==> src/rtl/pong_game_ctrl.sv <==
// Frame-rate Pong controller: two clamped paddles, a ball with wall and paddle
// bounces, scoring, serve handling and a game-over hold. All state advances on frame_tick.
module pong_game_ctrl #(
  parameter int SCREEN_W    = 640,
  parameter int SCREEN_H    = 480,
  parameter int PADDLE_W    = 8,
  parameter int PADDLE_H    = 50,
  parameter int BALL_SZ     = 8,
  parameter int P1_X        = 40,
  parameter int P2_X        = 600,
  parameter int PADDLE_SPD  = 4,
  parameter int BALL_SPD    = 2,
  parameter int WIN_SCORE   = 9,
  parameter int HOLD_FRAMES = 60
) (
  input  logic       clk,
  input  logic       rst_n,
  input  logic       frame_tick,
  input  logic       p1_up,
  input  logic       p1_dn,
  input  logic       p1_srv,
  input  logic       p2_up,
  input  logic       p2_dn,
  input  logic       p2_srv,
  output logic [9:0] p1_y,
  output logic [9:0] p2_y,
  output logic [9:0] ball_x,
  output logic [9:0] ball_y,
  output logic [3:0] score1,
  output logic [3:0] score2,
  output logic [1:0] state
);

  localparam logic [1:0] READY = 2'd0;
  localparam logic [1:0] PLAY  = 2'd1;
  localparam logic [1:0] POINT = 2'd2;
  localparam logic [1:0] OVER  = 2'd3;

  localparam int HW = $clog2(HOLD_FRAMES + 1);

  localparam logic [9:0] CENTER_X = 10'(SCREEN_W / 2 - BALL_SZ / 2);
  localparam logic [9:0] CENTER_Y = 10'(SCREEN_H / 2 - BALL_SZ / 2);
  localparam logic [9:0] PADDLE_Y0 = 10'((SCREEN_H - PADDLE_H) / 2);
  localparam logic [3:0] WIN = 4'(WIN_SCORE);
  localparam logic [HW-1:0] HOLD_LAST = HW'(HOLD_FRAMES - 1);

  // Signed 11-bit geometry so a step below zero shows up as negative.
  localparam logic signed [10:0] S_ZERO    = 11'sd0;
  localparam logic signed [10:0] S_PSPD    = 11'(PADDLE_SPD);
  localparam logic signed [10:0] S_BSPD    = 11'(BALL_SPD);
  localparam logic signed [10:0] S_PMAX    = 11'(SCREEN_H - PADDLE_H);
  localparam logic signed [10:0] S_BMAX_Y  = 11'(SCREEN_H - BALL_SZ);
  localparam logic signed [10:0] S_BMAX_X  = 11'(SCREEN_W - BALL_SZ);
  localparam logic signed [10:0] S_BSZ     = 11'(BALL_SZ);
  localparam logic signed [10:0] S_PH      = 11'(PADDLE_H);
  localparam logic signed [10:0] S_P1_FACE = 11'(P1_X + PADDLE_W);
  localparam logic signed [10:0] S_P2_X    = 11'(P2_X);
  localparam logic signed [10:0] S_P2_STOP = 11'(P2_X - BALL_SZ);

  logic          server;    // 0: p1 serves, 1: p2 serves
  logic          dx;        // 1: moving right
  logic          dy;        // 1: moving down
  logic [HW-1:0] hold_cnt;

  logic [9:0]    p1_y_n, p2_y_n, ball_x_n, ball_y_n;
  logic [3:0]    score1_n, score2_n;
  logic [1:0]    state_n;
  logic          server_n, dx_n, dy_n;
  logic [HW-1:0] hold_cnt_n;

  logic signed [10:0] bx, by, py1, py2, nx, ny;
  logic               ov1, ov2, hit1, hit2;

  function automatic logic [9:0] paddle_next(input logic [9:0] y, input logic up,
                                              input logic dn);
    logic signed [10:0] t;
    t = signed'({1'b0, y});
    if (up && !dn)      t = t - S_PSPD;
    else if (dn && !up) t = t + S_PSPD;
    if (t < S_ZERO)      t = S_ZERO;
    else if (t > S_PMAX) t = S_PMAX;
    return t[9:0];
  endfunction

  always_comb begin
    // NOTE: every combinational output gets a default first so no path leaves it unassigned (no latch).
    p1_y_n     = p1_y;
    p2_y_n     = p2_y;
    ball_x_n   = ball_x;
    ball_y_n   = ball_y;
    score1_n   = score1;
    score2_n   = score2;
    state_n    = state;
    server_n   = server;
    dx_n       = dx;
    dy_n       = dy;
    hold_cnt_n = hold_cnt;

    bx  = signed'({1'b0, ball_x});
    by  = signed'({1'b0, ball_y});
    py1 = signed'({1'b0, p1_y});
    py2 = signed'({1'b0, p2_y});
    nx  = dx ? bx + S_BSPD : bx - S_BSPD;
    ny  = dy ? by + S_BSPD : by - S_BSPD;
    // Overlap is judged on the positions before this frame's moves.
    ov1  = (by + S_BSZ > py1) && (by < py1 + S_PH);
    ov2  = (by + S_BSZ > py2) && (by < py2 + S_PH);
    hit1 = !dx && (bx >= S_P1_FACE) && (nx <= S_P1_FACE) && ov1;
    hit2 = dx && (bx + S_BSZ <= S_P2_X) && (nx + S_BSZ >= S_P2_X) && ov2;

    if (state != OVER) begin
      p1_y_n = paddle_next(p1_y, p1_up, p1_dn);
      p2_y_n = paddle_next(p2_y, p2_up, p2_dn);
    end

    case (state)
      READY: begin
        if (server ? p2_srv : p1_srv) begin
          state_n = PLAY;
          dx_n    = !server;
        end
      end
      PLAY: begin
        if (ny <= S_ZERO) begin
          ball_y_n = 10'd0;
          dy_n     = 1'b1;
        end else if (ny >= S_BMAX_Y) begin
          ball_y_n = S_BMAX_Y[9:0];
          dy_n     = 1'b0;
        end else begin
          ball_y_n = ny[9:0];
        end

        if (hit1) begin
          ball_x_n = S_P1_FACE[9:0];
          dx_n     = 1'b1;
        end else if (hit2) begin
          ball_x_n = S_P2_STOP[9:0];
          dx_n     = 1'b0;
        end else if (nx <= S_ZERO) begin
          ball_x_n   = 10'd0;
          score2_n   = (score2 == WIN) ? score2 : score2 + 4'd1;
          server_n   = 1'b0;
          state_n    = POINT;
          hold_cnt_n = '0;
        end else if (nx >= S_BMAX_X) begin
          ball_x_n   = S_BMAX_X[9:0];
          score1_n   = (score1 == WIN) ? score1 : score1 + 4'd1;
          server_n   = 1'b1;
          state_n    = POINT;
          hold_cnt_n = '0;
        end else begin
          ball_x_n = nx[9:0];
        end
      end
      POINT: begin
        if (hold_cnt == HOLD_LAST) begin
          hold_cnt_n = '0;
          if (score1 == WIN || score2 == WIN) begin
            state_n = OVER;
          end else begin
            state_n  = READY;
            ball_x_n = CENTER_X;
            ball_y_n = CENTER_Y;
          end
        end else begin
          hold_cnt_n = hold_cnt + HW'(1);
        end
      end
      default: begin
        if (p1_srv || p2_srv) begin
          score1_n = 4'd0;
          score2_n = 4'd0;
          server_n = 1'b0;
          ball_x_n = CENTER_X;
          ball_y_n = CENTER_Y;
          state_n  = READY;
        end
      end
    endcase
  end

  // NOTE: sequential state uses non-blocking assignments so every register samples pre-edge values.
  always_ff @(posedge clk or negedge rst_n) begin
    if (!rst_n) begin
      p1_y     <= PADDLE_Y0;
      p2_y     <= PADDLE_Y0;
      ball_x   <= CENTER_X;
      ball_y   <= CENTER_Y;
      score1   <= 4'd0;
      score2   <= 4'd0;
      state    <= READY;
      server   <= 1'b0;
      dx       <= 1'b1;
      dy       <= 1'b1;
      hold_cnt <= '0;
    end else if (frame_tick) begin
      p1_y     <= p1_y_n;
      p2_y     <= p2_y_n;
      ball_x   <= ball_x_n;
      ball_y   <= ball_y_n;
      score1   <= score1_n;
      score2   <= score2_n;
      state    <= state_n;
      server   <= server_n;
      dx       <= dx_n;
      dy       <= dy_n;
      hold_cnt <= hold_cnt_n;
    end
  end

endmodule

==> config.mk <==
export PLATFORM = sky130hd
export DESIGN_NAME = pong_game_ctrl
export DESIGN_NICKNAME = d
export VERILOG_FILES = /design/src/rtl/pong_game_ctrl.sv
export SDC_FILE = /design/constraint.sdc
export NUM_CORES = 1
export LEC_CHECK = 0
export CAP_MARGIN = 5
export CORE_MARGIN = 2
export CORE_UTILIZATION = 40
export CTS_CLUSTER_SIZE = 30
export DETAILED_ROUTE_END_ITERATION = 8
export GPL_TIMING_DRIVEN = 0
export PLACE_DENSITY = 0.65
export SYNTH_ARGS = -nofsm -noshare
export SYNTH_HDL_FRONTEND = slang
export SYNTH_SLANG_ARGS = --single-unit
==> constraint.sdc <==
create_clock -name clk -period 7.9 [get_ports clk]
set_clock_uncertainty 0.15 [all_clocks]
set_input_delay 0.79 -clock clk [delete_from_list [all_inputs] [get_ports clk]]
set_output_delay 0.79 -clock clk [all_outputs]
set_load 0.005 [all_outputs]
==> out/metrics.cfg, run 1 <==
[run_status]
status = finished clean

[floorplan]
fp.coreArea_um2 = 13800
die_y_um = 123
die_x_um = 123
io_pins = 59
die_area_um2 = 15000
rows = 43
initial_core_util_pct = 40.7

[power]
p_comb_share_pct = 69.7
switching_share_pct = 49.0
power.total_mw = 3.53
ir_drop_mv = 0.184
p_seq_share_pct = 18.1
powerDensity_nw_per_um2 = 522
internal_power_mw = 1.80
pwr-share-clk_pct = 12.2
p_switching_mw = 1.73
leakage_nw = 2.82

[finish]
fin_nets = 809
syn_to_final_growth_pct = 20.0
n_fill_cell = 1281
n_antenna_cell = 0
drive_gt1_share_pct = 10.3
stdcell_area_um2 = 6760

[placed_design]
hpwl_um = 11800
gp_congestion = 0.888
io_buffers = 56
place_area_um2 = 6440

[synth]
yosysMostFrequentCell = ha_1
seq_area_frac_synth_pct = 25.9
ys_top_cells_by_area = dfrtp_1 15%, ha_1 14%, dfstp_2 11%
syn_area_per_cell_um2 = 8.48
ys_ff_latch = 57
synth-edff-count = 0
ys_warn_count = 0
synthArstFlopShare_pct = 100
syn-instance-count = 664
synth_common_cells = 65 x ha_1, 52 x nor2_1, 50 x nand2_1
netlist_area_um2 = 5630
synthDistinctLibCells = 81
ys.flop_type = dfrtp_1
synth_top_area_cell = dfrtp_1
post-synth-top-area-fraction_pct = 14.7

[clocking]
cts_setup_buffers = 0
clock_path_buffers = 2
ctsResizeCount = 0
clk_pin_slew_ns = 0.06
cts_tree = built
cts-buffers-inserted = 9
htree_levels = 3
clock_latency_ns = 0.34
cts-hold-fix-buffers = 0
cts_root_buffer = clkbuf_16
clock-sinks = 57

[drt]
drc = 0
drtAntennaViolNets = 0
vias = 5424
firstDrtPassIters = 5
wl_um = 15500
drt_iter0_markers = 434
wl_per_cell_um = 16.8
viasPerCell = 5.91

[setup_path]
path_class = flop to flop
slowest_stage = dfstp_2
end_kind = flop
critical_path.max_stage_delay_ns = 0.62
arrival_ns = 4.39
worstSetupStartpointType = flop
crit_required_ns = 7.97
crit_chain = inv_1 -> ha_1 -> buf_6 -> nor2b_1 -> a221o_1 -> a211oi_2 -> o211ai_1 -> nor4_1 -> o2111ai_2 -> nand3_1 -> nor2_1 -> a211o_1
worstPathMaxFanout = 14

[sta]
max_slew_margin_pct = 50.8
finalSetupTns_ns = 0
finalSetupViolCount = 0
fin_crit_sh_pct = 54.6
final_max_slew_viol_count = 0
rsz0062_at_grt = no
finalHoldViolCount = 0
worst_pin_slew_ns = 0.736
period_needed_ns = 4.32
max_clock_freq_ghz = 0.232

[grt]
grt.total_usage_pct = 21.3
gr-total-overflow = 0
grt_pass1_vias = 5273
grt_max_degree = 40
grt_pass1_wl_um = 25700
antenna_found_initial = 0

[min_path]
hold_class = input pin to async pin

[run]
maxCapViolCount = 0

-- worst max-delay path: cells and delay by family, from the launching register on --
| family | cells | cell delay [ns] |
|---|---|---|
| fa+ha+maj | 1 | 0.37 |
| simple gates | 4 | 1.22 |
| flops | 1 | 0.62 |
| buf+inv | 2 | 0.40 |
| compound gates | 5 | 1.42 |
-- layout by cell type (no fill, tap or decap), drive strengths merged, types with 11 or more instances in the layout --
| cell | count |
|---|---|
| ha | 65 |
| clkbuf | 25 |
| nor2 | 53 |
| o21ai | 47 |
| nand4 | 18 |
| dfrtp | 33 |
| a21oi | 42 |
| a31oi | 13 |
| nand3 | 24 |
| clkdlybuf4s50 | 55 |
| xnor2 | 39 |
| dfstp | 24 |
| inv | 38 |
| nand2 | 52 |
| o211ai | 14 |
| a21o | 11 |
-- area by class of cell --
class | count | area [um2] | share of cell area [%]
Multi-Input combinational cell | 550 | 3930 | 58.2
Tap cell | 180 | 225 | 3.33
Buffer | 19 | 101 | 1.50
Inverter | 39 | 146 | 2.17
Clock inverter | 5 | 78.8 | 1.17
Clock buffer | 11 | 243 | 3.59
Timing Repair Buffer | 57 | 576 | 8.52
Sequential cell | 57 | 1460 | 21.6
-- final timing paths --
path	startpoint	slack [ns]	endpoint	cells after the start
worst min-delay path	rst_n	0.24	p1_y[3]$_DFFE_PN0P_	1
worst min register to register	hold_cnt[4]$_DFFE_PN0P_	0.34	hold_cnt[4]$_DFFE_PN0P_	1
worst max register to register	dx$_DFFE_PN1P_	3.58	score2[3]$_DFFE_PN0P_	12
max in group asynchronous	rst_n	6.71	ball_x[4]$_DFFE_PN1P_	2
min in group clk	hold_cnt[4]$_DFFE_PN0P_	0.34	hold_cnt[4]$_DFFE_PN0P_	1
worst max-delay path	dx$_DFFE_PN1P_	3.58	score2[3]$_DFFE_PN0P_	12
-- state kept, by name, indices dropped and copies added, names as in the netlist --
| name | cells |
|---|---|
| p1_y | 10 |
| p2_y | 10 |
| ball_x | 9 |
| ball_y | 9 |
| hold_cnt | 6 |
| score1 | 4 |
| score2 | 4 |
| state | 2 |
| dx | 1 |
| dy | 1 |
| server | 1 |
-- power by group through the flow --
stage               clock (mW)  sequential, mW  combinational, mW
CTS                      0.435           0.638               2.44
global route             0.447           0.663               2.77
finish                   0.430           0.639               2.46
global placement             0           0.638               2.35
floorplan                    0           0.589               1.77
detailed placement           0           0.642               2.42
-- cell families after synthesis --
kind of cell,synth area share [%]
AND/OR/NAND/NOR,20.2
AO/OA/AOI/OAI,26.0
adder cells (fa/ha/maj),15.2
buffers and inverters,4.40
flip-flops,25.9
XOR/XNOR,7.00
multiplexers,1.29
other,0.0666
-- stage by stage --
step / util, % / hold WS [ns] / worst slack, ns / cells
floorplan: - / 0.299 / 4.29 / 665
global placement: 46.4 / 0.316 / 3.66 / 901
detailed placement: 46.5 / 0.326 / 3.63 / 902
CTS: 48.9 / 0.263 / 3.62 / 918
global route: 48.9 / 0.293 / 3.35 / 918
finish: 48.9 / 0.243 / 3.58 / 918
-- routing by layer --
layer	global-route usage, %	vias up	wire length (um)
met5	0	-	0
met4	6.32	0	218
li1	-	2634	-
met2	33.7	183	7170
met3	2.97	20	817
met1	30.2	2587	7250
No activity file was read; power rests on OpenSTA's default activity.
==> run 2, diff against run 1 <==
==> constraint.sdc (replaced) <==
create_clock -name clk -period 4.5 [get_ports clk]
set_clock_uncertainty 0.15 [all_clocks]
set_input_delay 0.45 -clock clk [delete_from_list [all_inputs] [get_ports clk]]
set_output_delay 0.45 -clock clk [all_outputs]
set_load 0.005 [all_outputs]
==> out/metrics.cfg, run 2 (same netlist as run 1, synthesis figures left out) <==
[run_status]
status = finished clean

[floorplan]
rows = 43
fp.coreArea_um2 = 13800
die_area_um2 = 15000
initial_core_util_pct = 40.7
die_y_um = 123
io_pins = 59
die_x_um = 123

[clocking]
clk_pin_slew_ns = 0.06
htree_levels = 3
clock_path_buffers = 2
cts-buffers-inserted = 9
cts_tree = built
clock_latency_ns = 0.34
clock-sinks = 57
cts_root_buffer = clkbuf_16

[sta]
setup_ws_ns = 0.288
hold_slack_ns = 0.338
finalHoldViolCount = 0
finalSetupTns_ns = 0
final_max_slew_viol_count = 0
period_needed_ns = 4.21
finalSetupViolCount = 0
worst_pin_slew_ns = 0.736
fin_crit_sh_pct = 93.6
rsz0062_at_grt = no
max_slew_margin_pct = 50.8
max_clock_freq_ghz = 0.237

[placed_design]
dp_slack_ns = 0.229
hpwl_um = 11800
gp_congestion = 0.888
place_area_um2 = 6440
placedCellCount = 902
io_buffers = 56

[setup_path]
reg2reg_from = dx$_DFFE_PN1P_
arrival_ns = 4.28
r2r_setup_slack_ns = 0.29
r2r_cells = 11
path_class = flop to flop
end_kind = flop
crit_required_ns = 4.56
timing.rr.end = score2[2]$_DFFE_PN0P_
worstPathMaxFanout = 14
worstSetupStartpointType = flop

[min_path]
hold_class = flop to flop
hold_depth = 1
min_to = hold_cnt[4]$_DFFE_PN0P_
hp-start = hold_cnt[4]$_DFFE_PN0P_

[finish]
stdcell_count = 919
layout_common_cells = 65 x ha_1, 55 x clkdlybuf4s50_1, 52 x nor2_1
fin_nets = 810
n_antenna_cell = 0
drive_gt1_share_pct = 10.3
stdcell_area_um2 = 6780
syn_to_final_growth_pct = 20.4
top_regs = p1_y (10), p2_y (10)
final_util_pct = 49.0
final_common_cell = ha_1
n_fill_cell = 1281

[drt]
wl_um = 15500
drc = 0
viasPerCell = 5.89
wl_per_cell_um = 16.9
drt_iter0_markers = 376
drtAntennaViolNets = 0
firstDrtPassIters = 5
vias = 5413

[grt]
grt_pass1_wl_um = 25700
grt_max_degree = 40
antenna_found_initial = 0
gr-total-overflow = 0
grt_pass1_vias = 5280
grt.total_usage_pct = 21.3

[power]
leakage_nw = 2.82
powerDensity_nw_per_um2 = 919
ir_drop_mv = 0.324
power.total_mw = 6.23

[run]
maxCapViolCount = 0

-- run 2: cell count changes in the layout (fill, tap and decap cells not counted) --
cell           before  now
dlygate4sd3_1       0    1
o2111ai_4           0    1
o2111ai_2           1    0
-- run 2: how the worst max path moves through the flow --
stage                                 end  cells after the start  slack (ns)            from
finish              score2[2]$_DFFE_PN0P_                     11        0.29  dx$_DFFE_PN1P_
global route        score2[3]$_DFFE_PN0P_                     12       0.003  dx$_DFFE_PN1P_
global placement    score2[3]$_DFFE_PN0P_                     12        0.26  dx$_DFFE_PN1P_
floorplan           score2[2]$_DFFE_PN0P_                     11        0.89  dx$_DFFE_PN1P_
detailed placement  score2[2]$_DFFE_PN0P_                     11        0.23  dx$_DFFE_PN1P_
CTS                 score2[2]$_DFFE_PN0P_                     11        0.22  dx$_DFFE_PN1P_
-- run 2: repair_timing --
action                                  CTS  global route
setup buffers                             0             0
gates resized for setup                   0             1
hold buffers                              1             0
endpoints found under the setup margin    0             4
endpoints found under the hold margin     6             0
-- run 2: critical path, stage by stage, from the launching register on --
cell	delay (ns)
dfstp_2	0.62
inv_1	0.25
ha_1	0.50
inv_1	0.08
or4_1	0.57
a21oi_1	0.29
nor2_2	0.09
xnor2_1	0.21
o2111ai_4	0.41
nand3_1	0.29
o211a_1	0.31
a311o_1	0.31
-- run 2: per-layer routing --
| layer | global-route usage [%] | routed length, um | part of all wire (%) |
|---|---|---|---|
| met1 | 30.1 | 7450 | 48 |
| met2 | 33.8 | 7260 | 47 |
| met3 | 2.97 | 615 | 4.0 |
| met4 | 6.32 | 217 | 1.4 |
| met5 | 0 | 0 | 0 |
-- run 2: power by group --
group          leakage (nW)  internal, mW  switching [mW]
clock network         0.159         0.499           0.255
logic                  1.98          1.89            2.46
registers             0.681         0.781           0.344
total                  2.82          3.17            3.06
-- run 2: layout make-up --
type                            instances  area [um2]  area share (%)
Buffer                                 19         101            1.50
Clock buffer                           11         243            3.58
Clock inverter                          5        78.8            1.16
Inverter                               39         146            2.16
Multi-Input combinational cell        550        3940            58.2
Sequential cell                        57        1460            21.5
Tap cell                              180         225            3.32
Timing Repair Buffer                   58         586            8.64
==> run 3, diff against run 2 <==
--- a/config.mk
+++ b/config.mk
@@ -12,6 +12,7 @@
 export DETAILED_ROUTE_END_ITERATION = 8
 export GPL_TIMING_DRIVEN = 0
 export PLACE_DENSITY = 0.65
+export SLEW_MARGIN = 30
 export SYNTH_ARGS = -nofsm -noshare
 export SYNTH_HDL_FRONTEND = slang
 export SYNTH_SLANG_ARGS = --single-unit
==> out/metrics.cfg, run 3 (same netlist as run 1, synthesis figures left out) <==
[setup_path]
r2r_cells = 12
crit_chain = inv_1 -> ha_1 -> buf_6 -> a21o_1 -> a221o_1 -> a211oi_2 -> o211ai_1 -> nor4_1 -> o2111ai_4 -> nand3_1 -> nor2_1 -> a211o_1
critical_path.max_stage_delay_ns = 0.70
arrival_ns = 4.38
slowest_stage = nor4_1
timing.rr.end = score2[3]$_DFFE_PN0P_
crit_buf_inv = 2
critical_path.top_delay_family = compound AO/OA/AOI/OAI gates
reg2reg_from = dx$_DFFE_PN1P_
path_class = flop to flop
r2r_setup_slack_ns = 0.19
worstPathMaxFanout = 14
worstSetupStartpointType = flop
crit_required_ns = 4.57
end_kind = flop

[clocking]
cts-buffers-inserted = 9
cts_setup_buffers = 0
clk_pin_slew_ns = 0.06
clock_path_buffers = 2
clock_latency_ns = 0.33
htree_levels = 3
cts_root_buffer = clkbuf_16
cts_tree = built
clock-sinks = 57

[power]
powerDensity_nw_per_um2 = 918
ir_drop_mv = 0.319
leakage_nw = 2.83
power.total_mw = 6.23

[drt]
wl_um = 15500
firstDrtPassIters = 5
viasPerCell = 5.94
drc = 0
drtAntennaViolNets = 0
vias = 5457
wl_per_cell_um = 16.9
drt_iter0_markers = 343

[floorplan]
fp.coreArea_um2 = 13800
die_x_um = 123
rows = 43
die_y_um = 123
die_area_um2 = 15000
io_pins = 59
initial_core_util_pct = 40.7

[grt]
grt_pass1_wl_um = 26000
grt_max_degree = 51
grt_pass1_vias = 5300
gr-total-overflow = 0
grt.total_usage_pct = 21.6
antenna_found_initial = 0

[finish]
layout_common_cells = 65 x ha_1, 55 x clkdlybuf4s50_1, 52 x nor2_1
drive_gt1_share_pct = 10.3
n_antenna_cell = 0
stdcell_count = 919
top_regs = p1_y (10), p2_y (10)
syn_to_final_growth_pct = 20.6
final_common_cell = ha_1
fin_nets = 810

[placed_design]
io_buffers = 56
gp_congestion = 0.888
hpwl_um = 11900
placedCellCount = 902

[sta]
worst_pin_slew_ns = 0.742
final_max_slew_viol_count = 0
max_clock_freq_ghz = 0.232
finalSetupViolCount = 0
fin_crit_sh_pct = 95.9
max_slew_margin_pct = 50.1
finalHoldViolCount = 0
period_needed_ns = 4.31
finalSetupTns_ns = 0
hold_slack_ns = 0.332

[run]
maxCapViolCount = 0

[run_status]
status = finished clean

[min_path]
hold_class = input pin to async pin

[run 3: cell counts in the layout (fill, tap and decap cells not counted)]
No cell type changed its count.
[run 3: area by class of cell]
type,instances,area [um2]
flip-flops and latches,57,1460
repair buffers,58,596
multi-input cells,550,3940
well taps,180,225
inverters,39,146
fillers,1312,7040
plain buffers,19,101
clock inverters,5,78.8
clock buffers,11,243
[run 3: routing by layer]
metal / track usage (%) / part of all wire (%) / routed length, um / vias to the layer above
met5: 0 / 0 / 0 / -
met2: 33.5 / 46 / 7090 / 171
met4: 7.61 / 2.3 / 362 / 0
met3: 3.44 / 5.1 / 787 / 30
met1: 30.3 / 47 / 7300 / 2621
li1: - / - / - / 2635
[run 3: worst max path at each step]
stage	from	end	depth (start not counted)
floorplan	dx$_DFFE_PN1P_	score2[2]$_DFFE_PN0P_	11
global placement	dx$_DFFE_PN1P_	score2[3]$_DFFE_PN0P_	12
detailed placement	dx$_DFFE_PN1P_	score2[3]$_DFFE_PN0P_	12
CTS	dx$_DFFE_PN1P_	score2[3]$_DFFE_PN0P_	12
global route	dx$_DFFE_PN1P_	score2[3]$_DFFE_PN0P_	11
finish	dx$_DFFE_PN1P_	score2[3]$_DFFE_PN0P_	12
[run 3: through the flow]
step	setup WS [ns]	util, %	area, um2
6_report	0.185	49.1	6790
5_1_grt	-0.0348	49.1	6790
4_1_cts	0.225	49.0	6780
3_5_place_dp	0.234	46.6	6450
3_3_place_gp	0.256	46.4	6420
2_1_floorplan	0.893	-	5640
[run 3: report_power, final]
part	switching [mW]	internal (mW)
Clock	0.252	0.499
Combinational	2.46	1.89
Sequential	0.346	0.781
Total	3.06	3.17
[run 3: repair_timing]
action                     in CTS  in global routing
hold buffers                    1                  0
hold endpoints to repair        7                  0
setup endpoints to repair       0                  3
gates resized for setup         0                  1
